[src/rtl/score_digit_controller.sv]
// rtl/score_digit_controller.sv - BCD score/hiscore owner with ripple adder FSM and snapshot digit lookup
module score_digit_controller #(
    parameter int NUM_DIGITS = 4,
    parameter bit LZ_BLANK   = 1'b1
) (
    input  logic                    clk,
    input  logic                    rst_n,
    input  logic                    score_inc,
    input  logic [3:0]              score_amt,
    output logic                    inc_ready,
    input  logic                    score_clr,
    input  logic                    frame_start,
    input  logic                    req_valid,
    input  logic                    req_sel,
    input  logic [2:0]              req_digit,
    output logic                    req_ready,
    output logic                    rsp_valid,
    output logic [6:0]              rsp_seg,
    output logic [4*NUM_DIGITS-1:0] score_bcd,
    output logic [4*NUM_DIGITS-1:0] hiscore_bcd,
    output logic                    overflow
);
    localparam int             W         = 4 * NUM_DIGITS;
    localparam logic [2:0]     LAST_IDX  = 3'(NUM_DIGITS - 1);
    localparam logic [W-1:0]   ALL_NINES = {NUM_DIGITS{4'h9}};

    typedef enum logic [1:0] {IDLE, ADD, COMMIT} state_t;
    state_t state, state_next;

    logic [W-1:0] acc, acc_add, commit_val;
    logic [W-1:0] snap_score, snap_hi, lk_snap;
    logic [3:0]   carry, carry_add, cur_digit, amt_sat, start_amt;
    logic [3:0]   slot_amt, lk_nib;
    logic [4:0]   digit_sum;
    logic [2:0]   idx;
    logic         slot_valid, hi_chk, start_add;
    logic         lk_upper_zero, lk_range;
    logic [6:0]   lk_seg;

    function automatic logic [6:0] rom_seg(input logic [3:0] d);
        case (d)
            4'd0:    rom_seg = 7'b0111111;
            4'd1:    rom_seg = 7'b0000110;
            4'd2:    rom_seg = 7'b1011011;
            4'd3:    rom_seg = 7'b1001111;
            4'd4:    rom_seg = 7'b1100110;
            4'd5:    rom_seg = 7'b1101101;
            4'd6:    rom_seg = 7'b1111101;
            4'd7:    rom_seg = 7'b0000111;
            4'd8:    rom_seg = 7'b1111111;
            4'd9:    rom_seg = 7'b1101111;
            default: rom_seg = 7'b0000000;
        endcase
    endfunction

    // One BCD digit of the accumulator is updated per ADD cycle.
    always_comb begin
        amt_sat   = (score_amt > 4'd9) ? 4'd9 : score_amt;
        cur_digit = 4'd0;
        for (int i = 0; i < NUM_DIGITS; i++) begin
            if (idx == 3'(i)) cur_digit = acc[i*4 +: 4];
        end
        digit_sum = {1'b0, cur_digit} + {1'b0, carry};
        acc_add   = acc;
        for (int i = 0; i < NUM_DIGITS; i++) begin
            if (idx == 3'(i)) begin
                acc_add[i*4 +: 4] = (digit_sum >= 5'd10) ? 4'(digit_sum - 5'd10) : digit_sum[3:0];
            end
        end
        carry_add  = (digit_sum >= 5'd10) ? 4'd1 : 4'd0;
        commit_val = (carry != 4'd0) ? ALL_NINES : acc;
    end

    always_comb begin
        state_next = state;
        start_add  = 1'b0;
        start_amt  = amt_sat;
        case (state)
            IDLE: begin
                if (score_inc) begin
                    start_add  = 1'b1;
                    state_next = ADD;
                end
            end
            ADD: begin
                if (idx == LAST_IDX) state_next = COMMIT;
            end
            COMMIT: begin
                if (slot_valid) begin
                    start_add  = 1'b1;
                    start_amt  = slot_amt;
                    state_next = ADD;
                end else if (score_inc) begin
                    start_add  = 1'b1;
                    state_next = ADD;
                end else begin
                    state_next = IDLE;
                end
            end
            default: state_next = IDLE;
        endcase
        if (score_clr) begin
            state_next = IDLE;
            start_add  = 1'b0;
        end
    end

    assign inc_ready = (state == IDLE) | ~slot_valid;
    assign req_ready = 1'b1;

    // Lookups only ever see the frame snapshots so a frame never shows a half-added score.
    always_comb begin
        lk_snap       = req_sel ? snap_hi : snap_score;
        lk_nib        = 4'd0;
        lk_upper_zero = 1'b1;
        for (int i = 0; i < NUM_DIGITS; i++) begin
            if (3'(i) == req_digit) lk_nib = lk_snap[i*4 +: 4];
            if ((4'(i) >= {1'b0, req_digit}) && (lk_snap[i*4 +: 4] != 4'd0)) lk_upper_zero = 1'b0;
        end
        lk_range = {1'b0, req_digit} < 4'(NUM_DIGITS);
        if (!lk_range || (LZ_BLANK && (req_digit != 3'd0) && lk_upper_zero)) begin
            lk_seg = 7'b0000000;
        end else begin
            lk_seg = rom_seg(lk_nib);
        end
    end

    always_ff @(posedge clk) begin
        if (!rst_n) begin
            state       <= IDLE;
            acc         <= '0;
            carry       <= 4'd0;
            idx         <= 3'd0;
            slot_valid  <= 1'b0;
            slot_amt    <= 4'd0;
            score_bcd   <= '0;
            hiscore_bcd <= '0;
            overflow    <= 1'b0;
            hi_chk      <= 1'b0;
            snap_score  <= '0;
            snap_hi     <= '0;
            rsp_valid   <= 1'b0;
            rsp_seg     <= 7'b0;
        end else begin
            state <= state_next;
            if (score_clr) begin
                score_bcd  <= '0;
                overflow   <= 1'b0;
                slot_valid <= 1'b0;
                hi_chk     <= 1'b0;
            end else begin
                hi_chk <= (state == COMMIT);
                if (state == ADD) begin
                    acc   <= acc_add;
                    carry <= carry_add;
                    idx   <= idx + 3'd1;
                end
                if (state == COMMIT) begin
                    score_bcd <= commit_val;
                    if (carry != 4'd0) overflow <= 1'b1;
                end
                // A chained add starts from the value being committed this edge.
                if (start_add) begin
                    acc   <= (state == COMMIT) ? commit_val : score_bcd;
                    carry <= start_amt;
                    idx   <= 3'd0;
                end
                if ((state == ADD) && score_inc && !slot_valid) begin
                    slot_valid <= 1'b1;
                    slot_amt   <= amt_sat;
                end else if ((state == COMMIT) && slot_valid) begin
                    slot_valid <= 1'b0;
                end
            end
            if (hi_chk && (score_bcd > hiscore_bcd)) hiscore_bcd <= score_bcd;
            if (frame_start) begin
                snap_score <= score_bcd;
                snap_hi    <= hiscore_bcd;
            end
            rsp_valid <= req_valid;
            rsp_seg   <= req_valid ? lk_seg : 7'b0;
        end
    end
endmodule

[config.mk]
export PLATFORM = sky130hd
export DESIGN_NAME = score_digit_controller
export DESIGN_NICKNAME = d
export VERILOG_FILES = /design/src/rtl/score_digit_controller.sv
export SDC_FILE = /design/constraint.sdc
export NUM_CORES = 1
export LEC_CHECK = 0
export ABC_AREA = 1
export ABC_CLOCK_PERIOD_IN_PS = 7500
export BUFFER_PORTS_ARGS = -buffer_cell sky130_fd_sc_hd__buf_2
export CORE_MARGIN = 2
export CORE_UTILIZATION = 30
export DETAILED_ROUTE_END_ITERATION = 12
export GPL_TIMING_DRIVEN = 0
export PLACE_DENSITY_LB_ADDON = 0.3
export SLEW_MARGIN = 20
export SYNTH_ARGS = -nofsm -noshare
export SYNTH_HDL_FRONTEND = slang
export SYNTH_SLANG_ARGS = --single-unit
[constraint.sdc]
create_clock -name clk -period 7.5 [get_ports clk]
set_clock_uncertainty 0.05 [all_clocks]
set_input_delay 1.875 -clock clk [delete_from_list [all_inputs] [get_ports clk]]
set_output_delay 1.875 -clock clk [all_outputs]
set_load 0.02 [all_outputs]
# Yosys cells after proc, flatten, opt, wreduce, memory -nomap -nowiden
# Memory sizes are Yosys's and may differ from the RTL's. A register that Yosys moved wholly into a read port is not among the register bits.
# Cells that the tools add are included.
[classes]
add_sub_neg = 3
multipliers = 0
div = 0
magnitude_cmp = 8
eq_ne = 10
shift = 0
mux = 41
bitwise_logic = 5
reduce_logical = 37
[ops]
columns = ["operator", "n"]
rows = [
  ["two-way mux 16 bit", 5],
  ["two-way mux 4 bit", 18],
  ["nonzero test 4 bit", 5],
  ["> comparator 16 bit", 1],
  ["two-way mux 1 bit", 12],
  ["AND reduction 3 bit", 4],
  ["nonzero test 2 bit", 6],
  ["logical AND 1 bit", 9],
  ["AND reduction 2 bit", 4],
  ["== test 2 x 3 -> 1 bit (first input constant)", 2],
  ["== test 3 x 2 -> 1 bit (second input constant)", 2],
  ["greater-or-equal comparator 1 x 3 -> 1 bit (first input constant)", 2],
  ["greater-or-equal comparator 2 x 3 -> 1 bit (first input constant)", 2],
  ["logical NOT 3 bit", 2],
  ["two-way mux 3 bit", 2],
  ["case mux 2 bit (3 select lines)", 1],
  ["adder 4 x 4 -> 5 bit", 1],
  ["greater-or-equal comparator 5 x 4 -> 1 bit (second input constant)", 1],
  ["> comparator 4 bit (second input constant)", 1],
  ["two-way mux 2 bit", 2],
  ["!= test 2 bit (second input constant)", 2],
  ["inverter 1 bit", 4],
  ["subtractor 4 bit (second input constant)", 1],
  ["adder 3 x 1 -> 3 bit (second input constant)", 1],
  ["13 further kinds", 14],
]
[word_totals]
regBits = 97
latchBits = 0
ramBits = 0
mem_bits_ro = 112
inputBits = 14
output_inout_bits = 43
wordCells = 121
memories = 1
[mem_list]
columns = ["name", "depth", "word_bits", "rd", "rd_ports_with_merged_regs", "write_ports", "line_no", "source"]
rows = [
  ["(no name shown)", 16, 7, 1, 1, 0, "41", "case (d)"],
]

# Depth between registers and ports, before layout
[logic_depth]
word_depth = 11
ltp_mapped = 20
ltp_nobuf = 20

# Worst setup path after synthesis
# Ideal clock, no wire load.
[synth_timing]
path_kind = "input -> register"
from = "input port req_sel"
to = "register rsp_seg[3]"
setup_time_ns = 0.070
arrival_time_ns = 3.768
required_ns = 7.380
path_slack_ns = 3.611
cell_stages = 13
cell_sequence = "buf_4 > buf_2 > or2_2 > o21ai_0 > a21oi_1 > a211oi_1 > inv_1 > ha_1 > inv_1 > nand2_1 > nand2_1 > nand2_1 > a21oi_1"
[synth_between]
elab_chain_cells = 10
[synth_lines]
columns = ["item", "line_no", "source"]
rows = [
  ["start: declaration", "14", "input logic req_sel,"],
  ["two-way mux 16 bit *", "113", "lk_snap = req_sel ? snap_hi : snap_score;"],
  ["nonzero test 4 bit", "118", "if ((4'(i) >= {1'b0, req_digit}) && (lk_snap[i*4 +: 4] != 4'd0)) lk_upper_zero = 1'b0;"],
  ["logical AND 1 bit", "118", ""],
  ["two-way mux 1 bit (4 in a row)", "118", ""],
  ["logical AND 1 bit", "121", "if (!lk_range || (LZ_BLANK && (req_digit != 3'd0) && lk_upper_zero)) begin"],
  ["logical OR 1 bit", "121", ""],
  ["OR reduction 3 bit (no source line)", "n/a", ""],
  ["end: declaration", "18", "output logic [6:0] rsp_seg,"],
]
# Mark *: on every way between the ends. The rest lies on a longest branch, timed or not.
# A chain may end at the register's enable or synchronous reset.

# Final worst setup path
# Ends and elaborated chain as after synthesis.

==> reports/qor.log <==
INFO  worst_setup_path cp_data_required_time=7.74ns
INFO  global_route   grtUsageMet3=0.0367
INFO  detailed_routing dr.first_iter.drc_count=308
INFO  layout         final_layout_size_suffix_gt1_frac=0.110
INFO  worst_setup_path crit_top_cell=sky130_fd_sc_hd__nand2_1
INFO  sta            fin_crit_sh=0.519
INFO  sta            slew_viol_final=0
INFO  cts            cts_max_level=3
INFO  sta            finalSetupTns=0ns
INFO  cts            cts_inserted_buffers=9
INFO  cts            tritoncts=built
INFO  detailed_routing route.vias.total=5,133
INFO  global_route   fraction_of_met1_tracks_used_by_global_routing=0.196
INFO  die            start_util=0.303
INFO  cts            clkTransAtPathRegs=0.07ns
INFO  placed_design  port_buffers=53
INFO  global_route   globalRoute.busiestLayer=met2
INFO  synth          synth_seq_area_share=0.385
INFO  cts            cts-root-to-sink-buffers=2
INFO  sta            worst-slew-pin-transition=0.689ns
INFO  synth          postSynthNetCount=840
INFO  layout         filler_cell_count=1,941
INFO  run            cap_viol_max_count=0
INFO  cts            clock-root-buffer=sky130_fd_sc_hd__clkbuf_16
INFO  sta            timing_hold_violations_final=0
INFO  global_route   number_of_antenna_violations_at_the_first_check_in_global_routing=0
INFO  global_route   maximum_number_of_pins_on_one_net_before_global_route_repair=17
INFO  sta            period_needed=3.89ns
INFO  cts            cts_post_setup_buffers_inserted=0
INFO  die            dieHeight=138um
INFO  synth          netlist.area_leader.share=0.385
INFO  detailed_routing wl_per_cell=13.9um
INFO  power_and_ir_drop leakagePower=2.93nW
INFO  cts            clock_insertion_delay_worst_skew=0.36ns
INFO  die            coreArea=0.0178mm^2
INFO  synth          synthesis.instances=792
INFO  synth          ys_ff_latch=104
INFO  layout         antennaDiodeCount=0
INFO  detailed_routing wirelength=15,100um
INFO  layout         most-common-layout-cells=172 x sky130_fd_sc_hd__nand2_1, 105 x sky130_fd_sc_hd__inv_1, 104 x sky130_fd_sc_hd__dfxtp_1
INFO  global_route   grt_first_pass_wirelength=24,600um
INFO  power_and_ir_drop powerDensity=190mW/mm^2
INFO  synth          netlist.top_cell.by_area=sky130_fd_sc_hd__dfxtp_1
INFO  detailed_routing drtPass1Iterations=5
INFO  layout         mostFrequentLayoutCell=sky130_fd_sc_hd__nand2_1
INFO  worst_setup_path critical_path.cell_chain=buf_4 -> buf_2 -> or2_2 -> o21ai_0 -> a21oi_1 -> a211oi_1 -> inv_1 -> ha_1 -> inv_1 -> nand2_1 -> nand2_1 -> nand2_1 -> a21oi_1
INFO  placed_design  dp_hpwl=11,900um
INFO  synth          yosys-top-cells-area=sky130_fd_sc_hd__dfxtp_1 39%, sky130_fd_sc_hd__nand2_1 12%, sky130_fd_sc_hd__a21oi_1 8.6%, sky130_fd_sc_hd__ha_1 7.6%, sky130_fd_sc_hd__o21ai_0 7.3%
INFO  synth          mappedNetlistArea=0.00541mm^2
INFO  die            placementRows=49
INFO  detailed_routing drt_antenna_net_count=0
INFO  sta            fmax=257MHz
INFO  die            floorplan.io_pins=57
INFO  layout         layout-area-overhead-vs-synth=15.5%
INFO  global_route   grt_use_met2=0.282
INFO  global_route   grt_overflow_total=0
INFO  hold_path      min_path_type=reg -> reg
INFO  worst_setup_path end_kind=flop
INFO  worst_setup_path slowest_stage=sky130_fd_sc_hd__a211oi_1
INFO  sta            setup_viol=0
INFO  cts            post_cts_hold_buffer_count=0
INFO  worst_setup_path critical_setup_path_class=in -> reg
INFO  synth          post_synth_num_cell_types=37
INFO  die            floorplan.die.width=138um
INFO  global_route   grt.total_usage=0.160
INFO  die            die-area=0.0191mm^2
INFO  detailed_routing vias_per_cell=4.71
INFO  status         run_status=complete, no violations
INFO  power_and_ir_drop vdd.ir_drop.worst=111uV
INFO  sta            postLayoutSetupSlackWorst=3.61ns
INFO  cts            cts_repair_resize_count=0
INFO  worst_setup_path worstPathArrival=4.13ns
INFO  layout         finalNetCount=904
INFO  sta            rsz0062_at_grt=false
INFO  detailed_routing drt_drc_violations_left=0
INFO  synth          post_synth.cell_area_avg=6.83um^2
INFO  global_route   first_global_vias=4,790
INFO  worst_setup_path worstSetupStartpointType=input pin
INFO  placed_design  place_congestion=0.848
INFO  worst_setup_path timing.critical_path.fanout_max=10
INFO  sta            slew_headroom=0.538
INFO  synth          yosys_warnings=0
INFO  placed_design  dp_slack=3.17ns
INFO  cts            tritoncts_num_sinks=104
INFO  worst_setup_path critical_path.max_stage_delay=0.57ns
==> power by group <==
part / switching, mW / total [mW] / internal (mW)
Clock: 0.215 / 0.457 / 0.242
Sequential: 0.0117 / 0.584 / 0.572
Combinational: 0.0967 / 0.144 / 0.0468
Total: 0.323 / 1.18 / 0.861
==> final cells by class <==
| type | instances | area [um^2] | area share |
|---|---|---|---|
| buffer | 30 | 140 | 0.0224 |
| clock buffer | 11 | 253 | 0.0405 |
| clock inverter | 5 | 31.3 | 0.00501 |
| inverter | 109 | 409 | 0.0655 |
| multi-input combinational | 549 | 2780 | 0.445 |
| sequential | 104 | 2080 | 0.333 |
| tap | 229 | 287 | 0.0459 |
| timing repair buffer | 53 | 265 | 0.0425 |
==> state kept, by name, summed over array words and instances (netlist names), 2 cells and up <==
| signal | flops |
|---|---|
| slot_amt | 4 |
| carry | 4 |
| idx | 3 |
| rsp_seg | 7 |
| acc | 16 |
| state | 2 |
| snap_hi | 16 |
| snap_score | 16 |
| score_bcd | 16 |
| hiscore_bcd | 16 |
==> final timing paths <==
| kind | slack (ns) | endpoint | start | cells past startpoint |
|---|---|---|---|---|
| hold / removal | 0.41 | overflow$_SDFFE_PP0P_ | overflow$_SDFFE_PP0P_ | 2 |
| setup / recovery | 3.61 | rsp_seg[3]$_SDFF_PP0_ | req_sel | 13 |
| hold reg to reg | 0.41 | overflow$_SDFFE_PP0P_ | overflow$_SDFFE_PP0P_ | 2 |
| setup reg to reg | 3.91 | acc[14]$_SDFFE_PN0P_ | idx[1]$_SDFFE_PN0P_ | 20 |
==> cell usage after synthesis, drive strengths merged <==
library cell	n
a31oi	7
nand2	174
clkinv	1
nand3	35
nor2	83
ha	33
o21a	2
and2	1
clkbuf	19
conb	1
a2111oi	1
or2	6
a21o	1
dfxtp	104
nand4	4
a211oi	3
o22ai	2
a21oi	94
buf	11
o211a	1
o211ai	1
o21bai	1
fa	1
o21ai	86
inv	108
nor3	12
==> kinds of logic after synthesis <==
logic type | count (synthesis) | share of synthesized area
and+or+nand+nor | 315 | 0.238
AOI/OAI and AO/OA | 199 | 0.194
buffers and inverters | 139 | 0.102
DFF | 104 | 0.385
adders and majority gates | 34 | 0.0801
other | 1 | 0.000693
==> metrics by stage <==
step	hold WS [ns]	utilization	total power, mW	instance area, um^2	instances
after detailed placement	0.405	0.334	0.740	5960	1074
final	0.406	0.350	1.18	6240	1090
after CTS	0.416	0.350	1.20	6240	1090
after global routing	0.433	0.350	1.24	6240	1090
after floorplan	0.391	-	0.696	5410	792
after global placement	0.391	0.334	0.739	5960	1074
==> per-layer routing <==
metal  share of wire  routed length, um  vias up
met2            0.49               7480       88
met3           0.034                521       18
met1            0.46               6890     2338
met4           0.015                232        0
met5               0                  0        -
li1                -                  -     2689
==> worst max-delay path: cells and delay by family <==
kind	cells	cell delay, ns
buffers and inverters	4	0.53
AND/OR/NAND/NOR	4	0.46
AO/OA/AOI/OAI	4	0.96
adder cells (fa/ha/maj)	1	0.32
No activity file was read; power rests on OpenSTA's default activity.
